`src/rtl/ex_alu_mul_if.sv`:
```
// EX-stage ALU/multiplier bundle: operation, operands and results.
// master drives valid_i/ALUCtrl_i/data1_i/data2_i; slave returns data_o/zero_o/stall_o/done_o.
interface ex_alu_mul_if #(
   parameter int WIDTH = 32
);
   logic             valid_i;
   logic [2:0]       ALUCtrl_i;
   logic [WIDTH-1:0] data1_i;
   logic [WIDTH-1:0] data2_i;
   logic [WIDTH-1:0] data_o;
   logic             zero_o;
   logic             stall_o;
   logic             done_o;

   modport master (
      output valid_i, ALUCtrl_i, data1_i, data2_i,
      input  data_o, zero_o, stall_o, done_o
   );

   modport slave (
      input  valid_i, ALUCtrl_i, data1_i, data2_i,
      output data_o, zero_o, stall_o, done_o
   );
endinterface

```
`src/rtl/ex_alu_mul.sv`:
```
// EX-stage ALU: 1-cycle ADD/SUB/AND/OR, WIDTH-cycle shift-add MUL with stall.
// Ports: clk_i, rst_i (async active-low), bus (ex_alu_mul_if.slave).
module ex_alu_mul #(
   parameter int WIDTH = 32
) (
   input  logic         clk_i,
   input  logic         rst_i,
   ex_alu_mul_if.slave  bus
);

   localparam int CW = $clog2(WIDTH) + 1;
   localparam logic [CW-1:0] CNT_LAST = CW'(WIDTH - 1);

   localparam logic [2:0] OP_AND = 3'b000;
   localparam logic [2:0] OP_OR  = 3'b001;
   localparam logic [2:0] OP_ADD = 3'b010;
   localparam logic [2:0] OP_MUL = 3'b011;
   localparam logic [2:0] OP_SUB = 3'b110;

   typedef enum logic [1:0] {
      S_IDLE,
      S_MUL,
      S_DONE
   } state_e;

   state_e           state_q, state_d;
   logic [WIDTH-1:0] acc_q, acc_d;
   logic [WIDTH-1:0] mcand_q, mcand_d;
   logic [WIDTH-1:0] mplier_q, mplier_d;
   logic [CW-1:0]    cnt_q, cnt_d;

   logic [WIDTH-1:0] res;
   logic             stall;
   logic             done;
   logic             mul_issue;

   assign mul_issue = bus.valid_i && (bus.ALUCtrl_i == OP_MUL);

   always_ff @(posedge clk_i or negedge rst_i) begin
      if (!rst_i) begin
         state_q  <= S_IDLE;
         acc_q    <= '0;
         mcand_q  <= '0;
         mplier_q <= '0;
         cnt_q    <= '0;
      end else begin
         state_q  <= state_d;
         acc_q    <= acc_d;
         mcand_q  <= mcand_d;
         mplier_q <= mplier_d;
         cnt_q    <= cnt_d;
      end
   end

   always_comb begin
      state_d  = state_q;
      acc_d    = acc_q;
      mcand_d  = mcand_q;
      mplier_d = mplier_q;
      cnt_d    = cnt_q;
      res      = '0;
      stall    = 1'b0;
      done     = 1'b0;

      unique case (state_q)
         S_IDLE: begin
            if (mul_issue) begin
               stall    = 1'b1;
               mcand_d  = bus.data1_i;
               mplier_d = bus.data2_i;
               acc_d    = '0;
               cnt_d    = '0;
               state_d  = S_MUL;
            end else begin
               case (bus.ALUCtrl_i)
                  OP_ADD:  res = bus.data1_i + bus.data2_i;
                  OP_SUB:  res = bus.data1_i - bus.data2_i;
                  OP_AND:  res = bus.data1_i & bus.data2_i;
                  OP_OR:   res = bus.data1_i | bus.data2_i;
                  default: res = '0;
               endcase
            end
         end
         S_MUL: begin
            stall = 1'b1;
            if (mplier_q[0]) begin
               acc_d = acc_q + mcand_q;
            end
            mcand_d  = {mcand_q[WIDTH-2:0], 1'b0};
            mplier_d = {1'b0, mplier_q[WIDTH-1:1]};
            cnt_d    = cnt_q + 1'b1;
            if (cnt_q == CNT_LAST) begin
               state_d = S_DONE;
            end
         end
         S_DONE: begin
            res     = acc_q;
            done    = 1'b1;
            state_d = S_IDLE;
         end
         default: state_d = S_IDLE;
      endcase

      // Outputs are forced quiet while reset is held, even though the
      // IDLE path is otherwise combinational from the inputs.
      if (!rst_i) begin
         res   = '0;
         stall = 1'b0;
         done  = 1'b0;
      end
   end

   assign bus.data_o  = res;
   assign bus.zero_o  = ~|res;
   assign bus.stall_o = stall;
   assign bus.done_o  = done;

endmodule

```
`src/flat_wrapper.sv`:
```
// flat-port wrapper written by rule: the top's interface ports become plain ports
module ex_alu_mul_flat 
#(
   parameter int WIDTH = 32
)
  (clk_i, rst_i, bus_valid_i, bus_ALUCtrl_i, bus_data1_i, bus_data2_i, bus_data_o, bus_zero_o, bus_stall_o, bus_done_o);
  ex_alu_mul_if #(.WIDTH(WIDTH)) bus_i ();
  input  logic clk_i;
  input  logic rst_i;
  input wire logic [$bits(bus_i.valid_i)-1:0] bus_valid_i;
  input wire logic [$bits(bus_i.ALUCtrl_i)-1:0] bus_ALUCtrl_i;
  input wire logic [$bits(bus_i.data1_i)-1:0] bus_data1_i;
  input wire logic [$bits(bus_i.data2_i)-1:0] bus_data2_i;
  output wire logic [$bits(bus_i.data_o)-1:0] bus_data_o;
  output wire logic [$bits(bus_i.zero_o)-1:0] bus_zero_o;
  output wire logic [$bits(bus_i.stall_o)-1:0] bus_stall_o;
  output wire logic [$bits(bus_i.done_o)-1:0] bus_done_o;
  assign bus_i.valid_i = bus_valid_i;
  assign bus_i.ALUCtrl_i = bus_ALUCtrl_i;
  assign bus_i.data1_i = bus_data1_i;
  assign bus_i.data2_i = bus_data2_i;
  assign bus_data_o = bus_i.data_o;
  assign bus_zero_o = bus_i.zero_o;
  assign bus_stall_o = bus_i.stall_o;
  assign bus_done_o = bus_i.done_o;
  ex_alu_mul #(.WIDTH(WIDTH)) u_core (.clk_i(clk_i), .rst_i(rst_i), .bus(bus_i));
endmodule
```
`config.mk`:
```
export PLATFORM = sky130hd
export DESIGN_NAME = ex_alu_mul_flat
export DESIGN_NICKNAME = d
export VERILOG_FILES = /design/src/rtl/ex_alu_mul_if.sv /design/src/rtl/ex_alu_mul.sv /design/src/flat_wrapper.sv
export SDC_FILE = /design/constraint.sdc
export NUM_CORES = 1
export LEC_CHECK = 0
export BUFFER_PORTS_ARGS = -buffer_cell sky130_fd_sc_hd__clkbuf_2
export CAP_MARGIN = 0
export CORE_MARGIN = 3
export CORE_UTILIZATION = 40
export DETAILED_ROUTE_END_ITERATION = 6
export GPL_TIMING_DRIVEN = 0
export PLACE_DENSITY_LB_ADDON = 0.15
export SETUP_SLACK_MARGIN = 0.05
export SLEW_MARGIN = 20
export SYNTH_ARGS = -nofsm -noshare
export SYNTH_HDL_FRONTEND = slang
export SYNTH_SLANG_ARGS = --single-unit
```
`constraint.sdc`:
```
create_clock -name clk_i -period 8.3 [get_ports clk_i]
set_input_delay 0.415 -clock clk_i [delete_from_list [all_inputs] [get_ports clk_i]]
set_output_delay 0.415 -clock clk_i [all_outputs]
set_load 0.005 [all_outputs]
```
# --- Word-level counts from Yosys, hierarchy flattened ---
# Index checks and enable logic that the tools add are counted.
word_totals:
  reg_bits: 104
  inputBits: 70
  output_inout_bits: 35
  wordCells: 51
op_classes:
  n_addsub: 4
  eq_ne: 10
  n_mux: 21
  n_bitwise: 2
  n_reduce_logical: 9
ops:
  columns: ["operator", "count"]
  rows:
  - ["$pmux W32 S2", 4]
  - ["$mux W32", 6]
  - ["$pmux W32 S4", 1]
  - ["$add A32 B32 Y32", 2]
  - ["$and A32 B32 Y32", 1]
  - ["$or A32 B32 Y32", 1]
  - ["$reduce_or A32 Y1", 1]
  - ["$sub A32 B32 Y32", 1]
  - ["$pmux W6 S2", 1]
  - ["$add A6 B1 Y6 const B", 1]
  - ["$eq A3 B2 Y1 const B", 2]
  - ["$eq A6 B5 Y1 const B", 1]
  - ["$mux W6", 1]
  - ["$ne A2 B1 Y1 const B", 3]
  - ["$mux W1", 4]
  - ["$mux W2", 2]
  - ["$pmux W2 S2", 1]
  - ["$reduce_and A2 Y1", 2]
  - ["$eq A3 B1 Y1 const B", 1]
  - ["$eq A3 B3 Y1 const B", 1]
  - ["$logic_not A3 Y1", 1]
  - ["$reduce_and A3 Y1", 1]
  - ["$eq A2 B1 Y1 const B", 1]
  - ["$eq A2 B2 Y1 const B", 1]
  - ["5 further kinds", 5]

# --- Longest topological paths before layout ---
# Gate-level depths: netlist of the first run.
depth:
  ltp_word: 7
  ltp_mapped: 21
  depth_no_buf: 19

# --- Least setup slack after synthesis of the first run ---
# Ideal clock, no wire load.
synth_path:
  kind: "input port to output port"
  start: "input port bus_ALUCtrl_i[0]"
  end: "output port bus_zero_o"
  arrival_time_ns: 4.218
  t_required_ns: 7.885
  setup_slack_ns: 3.667
  cell_stages: 19
  n_path_buf: 4
  path_cell_list: "buf_2 nor2b_1 clkbuf_1 and2_0 clkbuf_1 a21oi_1 xnor2_1 ha_1 buf_2 and4_1 o21ai_1 o21ba_2 o211ai_1 nand2_1 o311ai_1 xor2_1 a211o_1 or4_1 nor4_2"
synth_between:
  elab_chain_len: 7
  elab_cells_between_ends: 12
  classes_between: "4 x eq/ne; 4 x mux; 4 x reduce/logical"
synth_lines:
  columns: ["item", "line_no", "rtl"]
  rows:
  - ["start, declared", "flat_wrapper.sv:11", "input wire logic [$bits(bus_i.ALUCtrl_i)-1:0] bus_ALUCtrl_i;"]
  - ["$eq A3 B1 Y1 (tied with other cells)", "ex_alu_mul.sv:75", "case (bus.ALUCtrl_i)"]
  - ["$pmux W32 S4 / $logic_and A1 B1 Y1 (equally long branches)", "ex_alu_mul.sv:75, ex_alu_mul.sv:37", null]
  - ["$mux W32 *", "ex_alu_mul.sv:67", "if (mul_issue) begin"]
  - ["$pmux W32 S2 *", "ex_alu_mul.sv:65", "unique case (state_q)"]
  - ["$mux W32 *", "ex_alu_mul.sv:106", "if (!rst_i) begin"]
  - ["$reduce_or A32 Y1 *", "ex_alu_mul.sv:114", "assign bus.zero_o = ~|res;"]
  - ["$logic_not A1 Y1 *", "ex_alu_mul.sv:114", null]
  - ["end, declared", "flat_wrapper.sv:15", "output wire logic [$bits(bus_i.zero_o)-1:0] bus_zero_o;"]
# Mark *: on every way between the ends. The rest lies on a longest branch, timed or not.

# --- Final worst setup path of the first run ---
layout_path:
  start: "input port bus_ALUCtrl_i[1]"
  end: "output port bus_zero_o"
# Same word-level chain as after synthesis.

==> summary.md, run 1 <==
| Metric | Value |
|---|---|
| Status | completed |
| Max-slew violation count | 0 |
| Worst slew pin tran | 1050 ps |
| Syn_nets | 1250 |
| Max frequency | 151 MHz |
| Largest net degree at the start of global routing | 66 |
| Clock buffer depth | 2 |
| Pre-CTS setup slack | 1940 ps |
| Fin util | 46.4% |
| Post-synth EDFFs | 0 |
| Port bufs | 99 |
| CTS Buf Count | 9 |
| Number of DRC violations after detailed-routing iteration 0 | 629 |
| Chip height | 159 µm |
| Setup_tns | 0 ps |
| Synth cell types | 79 |
| ANT cells | 0 |
| RePlAce Congestion | 0.930 |
| RSZ-0062 raised after global routing | false |
| P_leak | 4.59 nW |
| TritonCTS clock tree | done |
| Routed len/inst | 21.0 µm |
| VDD IR max | 120 µV |
| Worst-path fanout max | 10 |
| Final setup vio count | 0 |
| Int Power | 1.43 mW |
| Type of origin of the critical path | input port |
| Cell count after synthesis | 1112 |
| Share of the synthesized area in the top cell type | 27.9% |
| Chip width | 159 µm |
| Fillcell total | 2290 |
| CTS Hold Buffers Added | 1 |
| # clock sinks | 104 |
| Worst path required time | 7890 ps |
| Setup CP Type | in -> out |
| Slowest stage delay, CP | 650 ps |
| Arrival @ worst endpoint | 6220 ps |
| Comb power frac | 50.0% |
| Total grt overflow | 0 |
| Sequential Power Share | 33.2% |
| Final Total Pwr | 2.64 mW |
| ANT nets after route | 0 |
| Die Area | 25200 µm² |
| Post-CTS Repair Setup Buffers | 0 |
| Final period utilization | 80.0% |
| Area growth syn-to-layout | 13.1% |
| Initial antenna violation count | 0 |
| Area contributors post-synth | dfrtp_1, ha_1, mux2i_1, o21ai_0, nand2_1 |
| HPWL after DPL | 25700 µm |
| Register area share after synthesis | 27.9% |
| Starting Density | 41.0% |
| Net Sw Frac | 46.0% |
| DP Area | 10300 µm² |
| Vias in the first global route | 8483 |
| H-tree depth | 3 |
| Routed WL | 32400 µm |
| Vias per std cell | 5.92 |
| Gr usage total | 25.1% |
| Nets@finish | 1362 |
| Cell area after layout | 10600 µm² |
| Mapped cell area | 9340 µm² |
| Skew final | 10.2 ps |
| PnR worst setup slack | 1660 ps |
| Post-synth ARST share | 100% |
| Worst hold path class | in -> reg |
| Detailed Routing Iterations Pass 1 | 6 |
| Clock power share | 16.8% |
| Relative slew slack | 29.7% |
| First-pass GRT wire length | 50100 µm |
| P per Cell Area | 250 nW/µm² |
| # IOs | 105 |
| Clk_lat worst skew | 370 ps |
| Critical path, cell by cell | clkbuf_2 -> nor2b_1 -> clkbuf_1 -> and2_0 -> clkbuf_1 -> nor2_1 -> xnor2_1 -> ha_1 -> a2111o_1 -> o21ai_1 -> nor3_1 -> or3b_1 -> nor4_1 -> nor4bb_1 -> nand4b_1 -> nor4_2 -> clkbuf_2 |
| Share of cells above drive strength 1 | 12.3% |
| Core box area | 22800 µm² |
| Worst setup EP type | output port |
| Net switching power | 1.21 mW |
| Max-cap violations | 0 |
| Post-CTS sizing | 0 |
| FF+latch count, synth | 104 |
| Critical-path top delay cell | and2_0 |
| Remaining DRCs | 0 |
| FP Rows | 55 |
| CTS Root Cell | clkbuf_16 |
| Synth Flop Type | dfrtp_1 |
| Cell accounting for the most synthesized area | dfrtp_1 |
| Ys Warns | 0 |
| Clock-pin slew on the worst setup and hold paths | 80 ps |
| Avg Cell Area, Syn | 8.40 µm² |
| Via Count | 9128 |
| Final Hold Fails | 0 |
| Fin crit period | 6640 ps |
==> cell usage in the layout (no fill, tap or decap), types with 11 or more instances in the layout <==
cell type  instances
o22ai_1           28
mux2i_1           63
a22oi_1           26
inv_1             17
a21o_1            28
nor2_1            57
and3_1            12
nand3_1           18
a31oi_1           13
xnor2_1           39
clkbuf_2          98
ha_1              66
xor2_1            43
clkbuf_1          41
o21a_1            11
maj3_1            28
o21ai_0          122
a21oi_1           55
nand2_1          142
dfrtp_1          104
nor3_1            17
==> state kept, by name, indices dropped and copies added (netlist names) <==
| register | cells |
|---|---|
| u_core.mplier_q | 32 |
| u_core.cnt_q | 6 |
| u_core.state_q | 2 |
| u_core.mcand_q | 32 |
| u_core.acc_q | 32 |
==> routing by layer <==
layer,wire length [µm],global-route usage (%),share of wire [%],up-vias
li1,-,-,-,4338
met3,2260,4.36,7.0,43
met2,14300,38.9,44,354
met1,14900,35.8,46,4393
met4,902,7.88,2.8,0
met5,0,0,0,-
==> final timing paths <==
path	start	endpoint	slack, ps	cells past startpoint
worst max-delay path	bus_ALUCtrl_i[1]	bus_zero_o	1660	17
worst min-delay path	bus_data1_i[0]	u_core.mcand_q[0]	390	2
worst max register to register	u_core.mcand_q[0]	u_core.acc_q[30]	4760	12
worst min register to register	u_core.mplier_q[26]	u_core.mplier_q[25]	490	2
max in group asynchronous	rst_i	u_core.mplier_q[17]	7070	3
min in group asynchronous	rst_i	u_core.mcand_q[4]	550	2
==> critical path: cells and delay by family <==
kind / cells / cell delay [ps]
AOI/OAI and AO/OA: 2 / 780
xor gates and xnor gates: 1 / 160
buffers and inverters: 4 / 1330
adders and majority gates: 1 / 360
and+or+nand+nor: 9 / 3170
==> cell families (layout without fill, tap and decap cells) <==
family                   after synthesis  count (layout)  share of synthesized area, %
XOR/XNOR                              83              83                          7.87
AO/OA/AOI/OAI                        366             366                          25.2
adder cells (fa/ha/maj)               96              96                          12.3
multiplexers                          63              63                          6.75
buffers and inverters                 76             193                          3.19
AND/OR/NAND/NOR                      324             324                          16.9
flip-flops                           104             104                          27.9
==> cells in the mapped netlist, drive strengths merged, types with 17 or more instances <==
| cell | n |
|---|---|
| o21ai | 128 |
| o22ai | 28 |
| xor2 | 43 |
| ha | 66 |
| nor3 | 17 |
| a21oi | 55 |
| nor2 | 58 |
| inv | 17 |
| a21o | 28 |
| mux2i | 63 |
| buf | 18 |
| xnor2 | 40 |
| maj3 | 28 |
| nand3 | 19 |
| clkbuf | 41 |
| dfrtp | 104 |
| a22oi | 26 |
| nand2 | 143 |
==> power by group through the flow <==
stage | Clock [mW] | Combinational (mW) | Sequential, mW
after floorplan | 0 | 0.960 | 0.810
after global placement | 0 | 1.29 | 0.885
after detailed placement | 0 | 1.30 | 0.887
after CTS | 0.451 | 1.31 | 0.879
after global routing | 0.471 | 1.48 | 0.899
final | 0.444 | 1.32 | 0.877
==> metrics by stage <==
| step | std cells | hold WS [ps] |
|---|---|---|
| finish | 1542 | 393 |
| floorplan | 1112 | 119 |
| global placement | 1524 | 454 |
| detailed placement | 1525 | 391 |
| CTS | 1542 | 379 |
| global route | 1542 | 383 |
==> area by class of cell <==
cell class / count / area (µm²) / area share, %
clock buffers: 10 / 239 / 2.26
inverters: 17 / 63.8 / 0.604
well taps: 313 / 392 / 3.71
plain buffers: 59 / 234 / 2.22
repair buffers: 101 / 542 / 5.13
clock inverters: 6 / 48.8 / 0.462
multi-input cells: 932 / 6440 / 61.0
flip-flops and latches: 104 / 2600 / 24.6
Note: power is estimated with default switching activity, not from simulation.
==> inputs of run 2 (changes only) <==
Clock period 8.3 ns to 6.2 ns, I/O delays scaled along.
==> run 2 against run 1 <==
First-iteration DRC count up 15%. Total power up 34%. Clock-buffer cell count unchanged. Sequential share of layout area about the same. Non-clock buffer count unchanged. Utilization about the same. Via count down 0.54%. Wire length up 0.41%. Setup slack worse by 1300 ps. Sequential power up 33%. Sequential cell count unchanged. Critical path depth unchanged. Critical path type unchanged.
==> summary.md, run 2 (synthesis gave the netlist of run 1 again) <==
| Metric | Value |
|---|---|
| # clock sinks | 104 |
| Nets@finish | 1362 |
| Clock buffer depth | 2 |
| P per Cell Area | 335 nW/µm² |
| Fin crit period | 5880 ps |
| Type of origin of the critical path | input port |
| Relative slew slack | 29.8% |
| Critical-path top delay cell | nor4_1 |
| Starting Density | 41.0% |
| Skew final | 11.7 ps |
| Net Sw Frac | 46.0% |
| FP Rows | 55 |
| Net switching power | 1.63 mW |
| Status | completed |
| Vias per std cell | 5.89 |
| Via Count | 9079 |
| Comb power frac | 50.0% |
| Biggest regs | u_core.acc_q x32, u_core.mcand_q x32, u_core.mplier_q x32 |
| H-tree depth | 3 |
| TritonCTS clock tree | done |
| Core box area | 22800 µm² |
| Setup_tns | 0 ps |
| ANT cells | 0 |
| Initial antenna violation count | 0 |
| Routed WL | 32500 µm |
| CTS Buf Count | 9 |
| Chip width | 159 µm |
| Clock power share | 16.8% |
| ANT nets after route | 0 |
| Area growth syn-to-layout | 13.1% |
| CP dominant cell by count | clkbuf_2 |
| Int Power | 1.91 mW |
| Number of DRC violations after detailed-routing iteration 0 | 723 |
| RSZ-0062 raised after global routing | false |
| Chip height | 159 µm |
| Worst slew pin tran | 1040 ps |
| First-pass GRT wire length | 50100 µm |
| Worst-path fanout max | 10 |
| Routed len/inst | 21.1 µm |
| Clock-pin slew on the worst setup and hold paths | 80 ps |
| Worst hold path class | in -> reg |
| Sequential Power Share | 33.2% |
| Detailed Routing Iterations Pass 1 | 5 |
| Final Hold Fails | 0 |
| Arrival @ worst endpoint | 5570 ps |
| Final setup vio count | 0 |
| VDD IR max | 159 µV |
| Total grt overflow | 0 |
| Gr usage total | 25.2% |
| Largest net degree at the start of global routing | 66 |
| Register area | 2600 µm² |
| Remaining DRCs | 0 |
| Worst setup EP type | output port |
| RePlAce Congestion | 0.930 |
| HPWL after DPL | 25700 µm |
| Post-CTS Repair Setup Buffers | 0 |
| Share of cells above drive strength 1 | 12.4% |
| CTS Root Cell | clkbuf_16 |
| Most common cell after layout, fill and taps aside | nand2_1 |
| Vias in the first global route | 8484 |
| Setup CP Type | in -> out |
| Worst path required time | 5890 ps |
| # IOs | 105 |
| Multi-input gate area | 6440 µm² |
| Max-slew violation count | 0 |
| Fillcell total | 2288 |
| Max-cap violations | 0 |
| Commonest non-fill, non-tap cells in the layout | nand2_1, o21ai_0, dfrtp_1 |
| Final Total Pwr | 3.54 mW |
| PnR worst setup slack | 321 ps |
| Fin util | 46.4% |
| P_leak | 4.59 nW |
| Slowest stage delay, CP | 570 ps |
| Max frequency | 170 MHz |
| Critical path, cell by cell | clkbuf_2 -> nor2b_1 -> clkbuf_2 -> and2_1 -> clkbuf_2 -> nor2_1 -> xnor2_1 -> ha_1 -> a2111o_1 -> o21ai_1 -> nor3_1 -> or3b_1 -> nor4_1 -> nor4bb_1 -> nand4b_1 -> nor4_2 -> clkbuf_2 |
| Port bufs | 99 |
| Pre-CTS setup slack | 50.4 ps |
| Clk_lat worst skew | 370 ps |
| Final period utilization | 94.8% |
| Die Area | 25200 µm² |
-- run 2: cell types whose count changed in the layout (fill, tap and decap cells not counted) --
cell,before,now
clkbuf_1,41,39
and2_1,7,8
and2_0,2,1
clkbuf_2,98,100
-- run 2: per-stage QoR --
stage | std cells | cell area, µm² | hold slack (ps)
2_1_floorplan | 1112 | 9340 | 14.4
3_3_place_gp | 1524 | 10200 | 454
3_5_place_dp | 1525 | 10300 | 286
4_1_cts | 1542 | 10600 | 274
5_1_grt | 1542 | 10600 | 278
6_report | 1542 | 10600 | 289
-- run 2: repair_timing --
item / 4_1_cts / 5_1_grt
hold buffers: 1 / 0
endpoints found under the setup margin: 1 / 1
hold endpoints to repair: 44 / 0
gates resized for setup: 1 / 4
cloned: 0 / 0
-- run 2: worst paths after layout --
check / startpoint / endpoint / slack [ps] / depth (start not counted)
worst min-delay path: bus_data1_i[0] / u_core.mcand_q[0] / 290 / 2
worst max register to register: u_core.mcand_q[0] / u_core.acc_q[30] / 2660 / 12
worst max-delay path: bus_ALUCtrl_i[1] / bus_zero_o / 320 / 17
max in group asynchronous: rst_i / u_core.mplier_q[17] / 5080 / 3
min in group asynchronous: rst_i / u_core.mcand_q[4] / 450 / 2
worst min register to register: u_core.mplier_q[26] / u_core.mplier_q[25] / 480 / 2
-- run 2: area by class of cell --
class	instances	share of cell area [%]
clock inverters	6	0.462
multi-input cells	932	61.0
clock buffers	10	2.26
inverters	17	0.604
repair buffers	101	5.13
well taps	313	3.71
plain buffers	59	2.24
flip-flops and latches	104	24.6
-- run 2: power by group through the flow --
stage	Clock, mW	Sequential, mW	Combinational [mW]
final	0.596	1.17	1.77
after CTS	0.604	1.18	1.76
after global placement	0	1.18	1.72
after floorplan	0	1.08	1.29
after detailed placement	0	1.19	1.75
after global routing	0.631	1.20	1.98
-- run 2: routing by layer --
| layer | GRT usage (%) | part of all wire (%) |
|---|---|---|
| met3 | 4.30 | 5.8 |
| met4 | 7.52 | 2.7 |
| met2 | 39.1 | 44 |
| met5 | 0 | 0 |
| met1 | 35.8 | 47 |
-- run 2: critical path: cells and delay by family --
family / cells / cell delay [ps]
simple gates: 9 / 2990
buf+inv: 4 / 970
compound gates: 2 / 770
fa+ha+maj: 1 / 360
xor+xnor: 1 / 140
